**src/rtl/lcd_serial_responder_if.sv**
```systemverilog
// lcd_serial_responder_if: 3-wire LCD serial link, local read port and write-report signals
interface lcd_serial_responder_if;
  logic       sclk;
  logic       cs_n;
  logic       sdi;
  logic       sdo;
  logic       sdo_en;
  logic [6:0] local_address;
  logic [7:0] local_data;
  logic       wr_strobe;
  logic [6:0] wr_address;
  logic [7:0] wr_data;
  logic       frame_error;
  modport master (
    output sclk, cs_n, sdi, local_address,
    input  sdo, sdo_en, local_data, wr_strobe, wr_address, wr_data, frame_error
  );
  modport slave (
    input  sclk, cs_n, sdi, local_address,
    output sdo, sdo_en, local_data, wr_strobe, wr_address, wr_data, frame_error
  );
endinterface

```
**src/rtl/lcd_serial_responder.sv**
```systemverilog
// lcd_serial_responder: oversampled LCD 3-wire serial target with 8-bit register bank.
// Define LCD_RESP_STATUS_EN to make address 7'h7F a read-only {frame_error_count, write_count} status register.
module lcd_serial_responder #(
  parameter int         REG_COUNT   = 16,
  parameter logic [7:0] RESET_VALUE = 8'h00
) (
  input logic clk,
  input logic rst,
  lcd_serial_responder_if.slave bus
);
  localparam int AW = REG_COUNT > 1 ? $clog2(REG_COUNT) : 1;
  localparam logic [7:0] RC = 8'(REG_COUNT);
  typedef enum logic [2:0] {
    S_IDLE, S_CMD, S_ADDRESS, S_WRDATA, S_RDDATA, S_COMMIT, S_WAITDESELECT
  } state_t;
  state_t state, state_nx;
  logic [1:0] sclk_q, cs_q, sdi_q;
  logic       sclk_p, armed, rw;
  logic [4:0] cnt;
  logic [6:0] addr, rd_a;
  logic [7:0] data, rd_shift, rd_val;
  logic [7:0] regs [2**AW];
  logic       rise, fall, cs, sdi, abort, commit, wr_ok, rd_ok;
  assign rise = sclk_q[1] & ~sclk_p;
  assign fall = ~sclk_q[1] & sclk_p;
  assign cs = cs_q[1];
  assign sdi = sdi_q[1];
  assign rd_a = {addr[5:0], sdi};
  assign rd_ok = {1'b0, rd_a} < RC;
  assign abort = cs && (state inside {S_CMD, S_ADDRESS, S_WRDATA, S_RDDATA});
  assign commit = !cs && rise && state == S_WRDATA && cnt == 5'd15 && wr_ok;
  assign bus.local_data = ({1'b0, bus.local_address} < RC) ? regs[bus.local_address[AW-1:0]] : 8'h00;
`ifdef LCD_RESP_STATUS_EN
  logic [3:0] fe_cnt, wr_cnt;
  assign wr_ok = ({1'b0, addr} < RC) && addr != 7'h7F;
  assign rd_val = rd_a == 7'h7F ? {fe_cnt, wr_cnt} : rd_ok ? regs[rd_a[AW-1:0]] : 8'h00;
  always_ff @(posedge clk or posedge rst)
    if (rst) begin
      fe_cnt <= '0;
      wr_cnt <= '0;
    end else begin
      if (abort && fe_cnt != 4'hF) fe_cnt <= fe_cnt + 4'd1;
      if (commit) wr_cnt <= wr_cnt + 4'd1;
    end
`else
  assign wr_ok = {1'b0, addr} < RC;
  assign rd_val = rd_ok ? regs[rd_a[AW-1:0]] : 8'h00;
`endif
  always_comb begin
    state_nx = state;
    case (state)
      S_IDLE:    if (!cs && armed) state_nx = S_CMD;
      S_CMD:     state_nx = cs ? S_IDLE : rise ? S_ADDRESS : S_CMD;
      S_ADDRESS: state_nx = cs ? S_IDLE : (rise && cnt == 5'd7) ? (rw ? S_RDDATA : S_WRDATA) : S_ADDRESS;
      S_WRDATA:  state_nx = cs ? S_IDLE : (rise && cnt == 5'd15) ? S_COMMIT : S_WRDATA;
      S_RDDATA:  state_nx = cs ? S_IDLE : (rise && cnt == 5'd15) ? S_WAITDESELECT : S_RDDATA;
      S_COMMIT:  state_nx = S_WAITDESELECT;
      default:   state_nx = cs ? S_IDLE : S_WAITDESELECT;
    endcase
  end
  always_ff @(posedge clk or posedge rst)
    if (rst) begin
      state <= S_IDLE;
      {sclk_q, cs_q, sdi_q, sclk_p, armed, rw} <= '0;
      cnt <= '0;
      addr <= '0;
      data <= '0;
      rd_shift <= '0;
      bus.sdo <= 1'b0;
      bus.sdo_en <= 1'b0;
      bus.wr_strobe <= 1'b0;
      bus.wr_address <= '0;
      bus.wr_data <= '0;
      bus.frame_error <= 1'b0;
      for (int i = 0; i < 2**AW; i++) regs[i] <= RESET_VALUE;
    end else begin
      sclk_q <= {sclk_q[0], bus.sclk};
      cs_q <= {cs_q[0], bus.cs_n};
      sdi_q <= {sdi_q[0], bus.sdi};
      sclk_p <= sclk_q[1];
      armed <= armed | cs;
      state <= state_nx;
      bus.frame_error <= abort;
      bus.wr_strobe <= commit;
      if (state == S_IDLE) cnt <= '0;
      else if (rise && state inside {S_CMD, S_ADDRESS, S_WRDATA, S_RDDATA}) cnt <= cnt + 5'd1;
      if (rise && state == S_CMD) rw <= sdi;
      if (rise && state == S_ADDRESS) addr <= rd_a;
      if (rise && state == S_WRDATA) data <= {data[6:0], sdi};
      if (commit) begin
        regs[addr[AW-1:0]] <= {data[6:0], sdi};
        bus.wr_address <= addr;
        bus.wr_data <= {data[6:0], sdi};
      end
      // read data leaves on falling edges 8..15; falling edge 16 ends the hold of bit 0
      if (rise && state == S_ADDRESS && cnt == 5'd7) rd_shift <= rd_val;
      if (cs || (fall && state == S_WAITDESELECT)) begin
        bus.sdo <= 1'b0;
        bus.sdo_en <= 1'b0;
      end else if (fall && state == S_RDDATA) begin
        bus.sdo <= rd_shift[7];
        bus.sdo_en <= 1'b1;
        rd_shift <= {rd_shift[6:0], 1'b0};
      end
    end
endmodule

```
**src/flat_wrapper.sv**
```systemverilog
// flat-port wrapper written by rule: the top's interface ports become plain ports
module lcd_serial_responder_flat 
#(
  parameter int         REG_COUNT   = 16,
  parameter logic [7:0] RESET_VALUE = 8'h00
)
  (clk, rst, bus_sclk, bus_cs_n, bus_sdi, bus_local_address, bus_sdo, bus_sdo_en, bus_local_data, bus_wr_strobe, bus_wr_address, bus_wr_data, bus_frame_error);
  lcd_serial_responder_if bus_i ();
  input logic clk;
  input logic rst;
  input wire logic [$bits(bus_i.sclk)-1:0] bus_sclk;
  input wire logic [$bits(bus_i.cs_n)-1:0] bus_cs_n;
  input wire logic [$bits(bus_i.sdi)-1:0] bus_sdi;
  input wire logic [$bits(bus_i.local_address)-1:0] bus_local_address;
  output wire logic [$bits(bus_i.sdo)-1:0] bus_sdo;
  output wire logic [$bits(bus_i.sdo_en)-1:0] bus_sdo_en;
  output wire logic [$bits(bus_i.local_data)-1:0] bus_local_data;
  output wire logic [$bits(bus_i.wr_strobe)-1:0] bus_wr_strobe;
  output wire logic [$bits(bus_i.wr_address)-1:0] bus_wr_address;
  output wire logic [$bits(bus_i.wr_data)-1:0] bus_wr_data;
  output wire logic [$bits(bus_i.frame_error)-1:0] bus_frame_error;
  assign bus_i.sclk = bus_sclk;
  assign bus_i.cs_n = bus_cs_n;
  assign bus_i.sdi = bus_sdi;
  assign bus_i.local_address = bus_local_address;
  assign bus_sdo = bus_i.sdo;
  assign bus_sdo_en = bus_i.sdo_en;
  assign bus_local_data = bus_i.local_data;
  assign bus_wr_strobe = bus_i.wr_strobe;
  assign bus_wr_address = bus_i.wr_address;
  assign bus_wr_data = bus_i.wr_data;
  assign bus_frame_error = bus_i.frame_error;
  lcd_serial_responder #(.REG_COUNT(REG_COUNT), .RESET_VALUE(RESET_VALUE)) u_core (.clk(clk), .rst(rst), .bus(bus_i));
endmodule
```
**config.mk**
```make
export PLATFORM = sky130hd
export DESIGN_NAME = lcd_serial_responder_flat
export DESIGN_NICKNAME = d
export VERILOG_FILES = /design/src/rtl/lcd_serial_responder_if.sv /design/src/rtl/lcd_serial_responder.sv /design/src/flat_wrapper.sv
export SDC_FILE = /design/constraint.sdc
export NUM_CORES = 1
export LEC_CHECK = 0
export CAP_MARGIN = 10
export CORE_ASPECT_RATIO = 0.8
export CORE_UTILIZATION = 42
export DETAILED_ROUTE_END_ITERATION = 8
export HOLD_SLACK_MARGIN = 0.03
export PLACE_DENSITY = 0.59
export SLEW_MARGIN = 20
export SYNTH_ARGS = -nofsm -noshare
export SYNTH_HDL_FRONTEND = slang
export SYNTH_SLANG_ARGS = --single-unit
```
**constraint.sdc**
```tcl
create_clock -name clk -period 7.3 [get_ports clk]
set_input_delay 0.73 -clock clk [delete_from_list [all_inputs] [get_ports clk]]
set_output_delay 0.73 -clock clk [all_outputs]
set_load 0.02 [all_outputs]
```
==> results of run 1 <==
==> per-stage QoR <==
| stage | worst slack, ns | utilization [%] | area [um^2] |
|---|---|---|---|
| after floorplan | 1.51 | - | 9540 |
| after global placement | 3.32 | 46.2 | 10100 |
| after detailed placement | 3.30 | 46.2 | 10100 |
| after CTS | 3.28 | 48.7 | 10700 |
| after global routing | 3.25 | 48.8 | 10700 |
| final | 3.28 | 48.8 | 10700 |
==> logic make-up (layout without fill, tap and decap cells) <==
family / count (synthesis) / count (layout) / synth area share, %
AND/OR/NAND/NOR: 105 / 105 / 8.76
flip-flops: 186 / 186 / 48.8
buffers and inverters: 59 / 81 / 2.61
adder cells (fa/ha/maj): 2 / 2 / 0.262
multiplexers: 246 / 246 / 35.2
AO/OA/AOI/OAI: 58 / 58 / 4.22
XOR/XNOR: 2 / 2 / 0.184
==> cell usage after synthesis, types with 2 or more instances <==
| library cell | n |
|---|---|
| a221o_1 | 2 |
| and4bb_2 | 2 |
| a31oi_1 | 2 |
| a311oi_1 | 2 |
| clkbuf_1 | 28 |
| a22oi_1 | 12 |
| nand2_1 | 14 |
| or3_1 | 3 |
| a211oi_1 | 2 |
| a221oi_1 | 2 |
| ha_1 | 2 |
| o21ai_0 | 7 |
| buf_1 | 12 |
| or2_2 | 4 |
| and3_1 | 3 |
| nand3_1 | 10 |
| nor4_4 | 4 |
| nor2_1 | 8 |
| buf_2 | 13 |
| o22ai_1 | 4 |
| and2_1 | 11 |
| mux2_1 | 4 |
| mux4_2 | 56 |
| nor3_4 | 12 |
| nor3_1 | 3 |
| a21oi_1 | 12 |
| inv_1 | 4 |
| o311ai_0 | 7 |
| nor2b_1 | 14 |
| mux2_2 | 151 |
| and3b_1 | 2 |
| dfrtp_1 | 186 |
| xor2_1 | 2 |
| mux2i_1 | 35 |
| nand2b_1 | 6 |
==> flip-flops by register name (all words and copies together), names as in the netlist, 2 cells and up <==
register / count
u_core.addr: 7
u_core.bus.wr_address: 7
u_core.bus.wr_data: 8
u_core.cnt: 5
u_core.cs_q: 2
u_core.data: 7
u_core.rd_shift: 8
u_core.regs: 128
u_core.sclk_q: 2
u_core.sdi_q: 2
u_core.state: 3
==> power groups by stage <==
stage / combinational [uW] / sequential (uW) / clock, uW
5_1_grt: 205 / 1060 / 956
4_1_cts: 192 / 1060 / 916
6_report: 191 / 1060 / 901
2_1_floorplan: 151 / 1070 / 0
3_5_place_dp: 192 / 1080 / 0
3_3_place_gp: 189 / 1080 / 0
==> critical path: stages <==
cell and delay (ns):
clkdlybuf4s50_1 0.46, buf_4 0.44, mux4_2 0.40, mux4_2 0.51, nor2b_1 0.15, clkdlybuf4s50_1 0.56
==> how the worst max path moves through the flow <==
| stage | end | slack [ns] | cells after the start |
|---|---|---|---|
| floorplan | u_core.addr[0]$_DFFE_PP0N_ | 1.51 | 1 |
| global placement | bus_local_data[3] | 3.32 | 6 |
| detailed placement | bus_local_data[3] | 3.30 | 6 |
| CTS | bus_local_data[3] | 3.28 | 6 |
| global route | bus_local_data[4] | 3.25 | 6 |
| finish | bus_local_data[3] | 3.28 | 6 |
==> metal layers <==
layer,up-vias,track usage (%),wire [um]
li1,2521,-,-
met1,3093,32.7,11300
met2,168,33.6,11100
met3,14,4.57,1450
met4,0,4.80,245
met5,-,0,0
==> cell type report <==
| class | instances | area, um^2 |
|---|---|---|
| inverters | 4 | 22.5 |
| clock buffers | 18 | 439 |
| clock inverters | 14 | 125 |
| repair buffers | 45 | 432 |
| multi-input cells | 413 | 4640 |
| well taps | 300 | 375 |
| fillers | 1863 | 11200 |
| flip-flops and latches | 186 | 4660 |
==> results list, run 1 <==
- Leaving out fill and tap cells, the most frequent cell in the layout is dfrtp_1.
* Initial antenna violation count: 1
* Post-cts sizing count: 0
* Portion of total power attributed to combinational logic: 8.9%
- Relative contribution of sequential cells to total power: around half
* Headroom to the max-slew limit: roughly 32%
* Worst VDD drop: ~0.15 mV
- Antenna cell count: 0
- In this run the critical register-to-register path is captured at u_core.regs[103]$_DFFE_PP0P_.
- Row generation in the floorplan step produced 48 rows.
- Most frequent cells in the layout: dfrtp_1, mux2_2, mux4_2
- Relative to the synthesized area, the layout overhead comes to 12.0%.
* Via count of the first global-routing pass: 5,850
* Power density over the cells: 201 nW/um^2
* Worst r2r path cells: 6
- Yosys mapped a number of flops with a built-in enable equal to 0.
- The number of hold violations in the final report is 0.
* Clock slew at the register clock pins of the worst setup and hold paths: 0.07 ns
- After the last flow step, the layout net total stands at ~700.
- In the finished design, the share of the clock period the worst path needs comes to 55.0%.
- Number of DRC markers in iteration 0: 536
- In this run the remaining antenna-violating nets after routing total 0.
* Post-detailed-routing wire length: 24,100 um
- The number of different library cells used by synthesis comes to between 50 and 60.
- Switch share: 27.1%
- Area leader, netlist: dfrtp_1
* Fraction of synthesized cell area taken by the top area cell type: 48.8%
* Remaining design rule violation count: 0
- Setup repair after global routing left no endpoint under its margin.
- CTS saw 186 sinks.
- For this design, the CTS-stage hold fixing added 0 buffers.
- STA classifies the critical path startpoint as an input pin.
- Clk network pwr share: a little over two fifths
* H-tree levels: 4
* Clock Skews: 0.0152 ns
- Number of cells produced by synthesis: ~660
- Clock tree from TritonCTS: yes
* Critical path origin: bus_local_address[2]
- For this run, asynchronously set or reset flops after synthesis account for 100%.
- Setup slack of the worst register-to-register path: 3.83 ns
- Final count of pins violating max slew: 0
- Post-route setup TNS: 0 ns
- After synthesis, the cell types taking the most area are dfrtp_1, mux2_2, mux4_2.
- Placed cells: between 900 and 1,000
- In this run the static leakage power is 0.00480 uW.
- At the end of routability-driven placement, the weighted congestion stood at 0.821.
- The region available for standard cell placement spans 21,900 um^2.
- For the worst setup path, the data required time is 6.57 ns.
- Leading register cell type out of synthesis: dfrtp_1
* Fraction of final layout cells sized beyond drive strength 1: 41.0%
* Synthesized cell area: 9540 um^2
* Path type of the worst setup path: input pin to primary output
- Sw power: 583 uW
* Critical register-to-register path startpoint: u_core.cnt[0]$_DFFE_PP0P_
* Synthesized Nets: between 600 and 700
- STA classifies the critical path endpoint as a primary output.
- Summed over all layers, the global routing overflow is 0.
* Cell chosen for the clock root: clkbuf_16
- Ports placed on the boundary: 39
* Part of the Yosys area used for sequential elements: 48.8%
- Register bit total from synthesis: 186
- Power comes to 2150 uW.
- All-Layer GR Usage: 22.1%
- Detailed placement ended at an HPWL of ~15,000 um.
- Post-route non-filler standard cell count: 980
- Post-DR vias/cell: just under 6
* Post-CTS Setup Repair Bufs: 0
- Counting instances, the worst hold path has a depth of 0.
* Wire length per cell: between 20 and 25 um
* Hold path start: u_core.sclk_q[0]$_DFF_PP0_
- The first global-routing pass estimated between 30,000 and 40,000 um of wire.
- Measured along the y axis, the die boundary spans 137 um.
* Buffer levels on the longest clock path: 2
- For the pin with the worst max-slew slack, the measured transition is 1.01 ns.
- Clock buffer count from CTS: 17
- In this run the worst path has a maximum fanout of 32.
* Die Outline Area: about 23,000 um^2
- The clock reaches the later pin of the worst-skew pair after about 0.44 ns.
- Hold slack final: 0.350 ns
* Run status: completed
- Starting utilization of the core area: between 40% and 50%
- The path class of the tightest hold or removal check is flip-flop to flip-flop.
- The tool flagged a number of max-cap violations equal to 0.
- The die is 171 um wide.
- Dividing the synthesized area by the synthesized cell count gives 14.5 um^2.
* Total number of yosys warnings: 0
- Length of the first detailed-routing pass in iterations: 6
- For hold timing, the worst endpoint is u_core.sclk_q[1]$_DFF_PP0_.
* Max frequency: 249 MHz
- Post-layout min period: about 4 ns
- Data arrives at the worst endpoint at 3.29 ns.
* Maximum number of pins on one net before global-route repair: 108
- Input and output buffers added on the ports amount to 38.
- Cell-internal power: 1570 uW
- Setup violations remaining at the end of the flow were counted as 0.
- Total via count after detailed routing: 5,796
Note: power is estimated with default switching activity, not from simulation.
==> run 2, diff against run 1 <==
--- a/config.mk
+++ b/config.mk
@@ -10,7 +10,7 @@
 export CORE_UTILIZATION = 42
 export DETAILED_ROUTE_END_ITERATION = 8
 export HOLD_SLACK_MARGIN = 0.03
-export PLACE_DENSITY = 0.59
+export PLACE_DENSITY = 0.61
 export SLEW_MARGIN = 20
 export SYNTH_ARGS = -nofsm -noshare
 export SYNTH_HDL_FRONTEND = slang
==> constraint.sdc (replaced) <==
create_clock -name clk -period 3.35 [get_ports clk]
set_input_delay 0.335 -clock clk [delete_from_list [all_inputs] [get_ports clk]]
set_output_delay 0.335 -clock clk [all_outputs]
set_load 0.02 [all_outputs]
==> results list, run 2 (synthesis results as in run 1) <==
* Last weighted congestion value of the routability-driven placer: 0.864 (was 0.821)
- The antenna violation net count after detailed routing was 0 (unchanged).
- The mean number of vias per cell was 5.88 (was 5.91).
* Setup slack of the worst register-to-register path: 0.52 ns (was 3.83 ns)
* Die span in x: 171 um (unchanged)
* Critical register-to-register path startpoint: u_core.cnt[0]$_DFFE_PP0P_ (unchanged)
- Buffer levels on the longest clock path: 2 (unchanged)
* Worst VDD drop: 0.270 mV (was 0.152 mV)
- The clock network latency to the later pin of the worst-skew pair came to 0.44 ns (about the same).
* Antenna cell count: 0 (unchanged)
- Reported leakage power: 0.00488 uW (was 0.00480 uW)
* Largest reg by FF count: u_core.regs (unchanged)
* Site Rows: 48 (unchanged)
* Global route total overflow: 0 (unchanged)
- The initial core utilization came to 43.5% (unchanged).
- Clock tree from TritonCTS: yes (unchanged)
- The count of max-cap constraint violations came to 0 (unchanged).
- The cell with the largest stage delay on the worst path was clkdlybuf4s50_1 (unchanged).
- The slew of the pin with the lowest slew margin is 0.808 ns (was 1.01 ns).
* Remaining design rule violation count: 0 (unchanged)
- Length of the first detailed-routing pass in iterations: 4 (was 6)
* Post-route setup TNS: 0 ns (unchanged)
- Number of flip-flops under the largest register name: 128 (unchanged)
- Path type of the worst setup path: input pin to primary output (unchanged)
* Initial antenna violation count: 0 (was 1)
- Net count, final: 690 (was 681)
- Power density over the cells: 439 nW/um^2 (was 201 nW/um^2)
- The post-CTS clock slew at the launch and capture registers of the worst setup and hold paths was 0.08 ns (was 0.07 ns).
- The area after detailed placement was 10,200 um^2 (was 10,100 um^2).
- The all-layer global routing usage was 20.9% (was 22.1%).
* Final standard cell area without fillers: 10,900 um^2 (was 10,700 um^2)
- Area of the core region: 21,900 um^2 (unchanged)
- The H-tree depth reported by CTS came to 4 (unchanged).
- Post-detailed-routing wire length: 22,300 um (was 24,100 um)
- Largest registers in the final layout: u_core.regs (128), u_core.bus.wr_data (8), u_core.rd_shift (8) (unchanged)
- The max-slew violation count is 0 (unchanged).
- Clock Skews: 0.0148 ns (was 0.0152 ns)
* Die height: 137 um (unchanged)
- The number of global-route vias before repair was 5,931 (was 5,850).
* Headroom to the max-slew limit: 45.7% (was 32.4%)
- Cell-by-cell listing of the critical path: clkdlybuf4s50_1 -> buf_12 -> mux4_2 -> mux4_2 -> nor2b_1 -> clkdlybuf4s50_1 (was clkdlybuf4s50_1 -> buf_4 -> mux4_2 -> mux4_2 -> nor2b_1 -> clkdlybuf4s50_1).
- The first-pass GRT wire length was 35,800 um (was 37,200 um).
- Ports placed on the boundary: 39 (unchanged)
- Total via count after detailed routing: 5,814 (was 5,796)
- The layout filler cell count is 1,848 (was 1,863).
* Worst hold-check path type: input pin to asynchronous set/reset pin (was flip-flop to flip-flop)
* CTS hold repair buffers: 0 (unchanged)
* Synthesis-to-finish area growth: 13.8% (was 12.0%)
- The worst reg2reg path endpoint is u_core.regs[116]$_DFFE_PP0P_ (was u_core.regs[103]$_DFFE_PP0P_).
- The detailed placer's ending HPWL is 15,900 um (was 14,900 um).
- Worst r2r path cells: 7 (was 6)
- Arrival time reported for the critical path endpoint: 2.65 ns (was 3.29 ns)
- Share of the core filled with cells: 49.5% (was 48.8%)
* Most frequent standard cell in the layout excluding fill and tap cells: dfrtp_1 (unchanged)
- The maximum fanout encountered on the critical timing path was 32 (unchanged).
- Post-CTS Setup Repair Bufs: 0 (unchanged)
* Clock buffer count from CTS: 17 (unchanged)
* Wire length per cell: 22.6 um (was 24.6 um)
- Run status: completed (unchanged).
* Port-buffer cells: 38 (unchanged)
* Most frequent cells in the layout: dfrtp_1, mux2_2, mux4_2 (unchanged)
- The number of setup violations in the final report is 0 (unchanged).
* Cell chosen for the clock root: clkbuf_16 (unchanged)
* Die Outline Area: 23,300 um^2 (unchanged)
- Total count of hold-check failures in the final report: 0 (unchanged)
- The nature of the critical path endpoint is a primary output (unchanged).
- Max frequency: 335 MHz
* Post-layout min period: 2.99 ns
* Worst stage delay on the critical path: 0.57 ns (was 0.56 ns)
- The total number of clock tree sinks came to 186 (unchanged).
- The number of cells upsized or downsized after cts is 0 (unchanged).
* Fraction of final layout cells sized beyond drive strength 1: 41.7% (was 41.0%)
- Maximum number of pins on one net before global-route repair: 99 (was 108)
- Unrepaired setup endpoints after global routing: false (unchanged).
* Final period util: between 80% and 90%
- The initial DRC count came to 490 (was 536).
- Type of element launching the critical path: input pin (unchanged)
* Data required time at the worst endpoint: 3.01 ns (was 6.57 ns)
## run 2: cell count changes in the layout (fill, tap and decap cells not counted), moves of 4 or more
cell      previous run  this run
buf_12               0         5
buf_4                6        11
clkinv_8             1         5
inv_6                7         3
## run 2: critical path: cells and delay by family
family	cells	cell delay, ns
muxes	2	0.80
and+or+nand+nor	1	0.19
buffers and inverters	3	1.30
## run 2: worst max-delay path by stage
stage | startpoint | endpoint | slack [ns]
2_1_floorplan | rst | u_core.addr[0]$_DFFE_PP0N_ | 0.62
3_3_place_gp | bus_local_address[2] | bus_local_data[7] | 0.40
3_5_place_dp | bus_local_address[2] | bus_local_data[6] | 0.38
4_1_cts | bus_local_address[2] | bus_local_data[7] | 0.37
5_1_grt | bus_local_address[2] | bus_local_data[7] | 0.30
6_report | bus_local_address[2] | bus_local_data[7] | 0.36
## run 2: layout make-up
| class | instances | area (um^2) | share of cell area, % |
|---|---|---|---|
| clock inverters | 14 | 171 | 1.58 |
| inverters | 4 | 18.8 | 0.173 |
| well taps | 300 | 375 | 3.46 |
| clock buffers | 18 | 439 | 4.04 |
| flip-flops and latches | 186 | 4660 | 42.9 |
| multi-input cells | 413 | 4640 | 42.7 |
| repair buffers | 54 | 558 | 5.14 |
## run 2: where the power goes
group / total, uW / internal [uW] / switching [uW]
Combinational: 397 / 155 / 242
Sequential: 2320 / 2260 / 55.3
Clock: 2050 / 1030 / 1020
Total: 4770 / 3450 / 1320
## run 2: layer usage
metal / GRT usage, % / up-vias / share of wire (%)
li1: - / 2534 / -
met1: 31.3 / 3125 / 49
met2: 30.3 / 141 / 45
met3: 5.03 / 14 / 5.4
met4: 5.01 / 0 / 0.86
met5: 0 / - / 0
## run 2: stage by stage
stage / setup WS, ns / hold WS [ns] / cells / power [uW]
floorplan: 0.622 / 0.331 / 658 / 2650
global placement: 0.402 / 0.334 / 957 / 2750
detailed placement: 0.382 / 0.338 / 957 / 2760
CTS: 0.372 / 0.185 / 989 / 4810
global route: 0.305 / 0.202 / 989 / 4940
finish: 0.362 / 0.197 / 989 / 4770
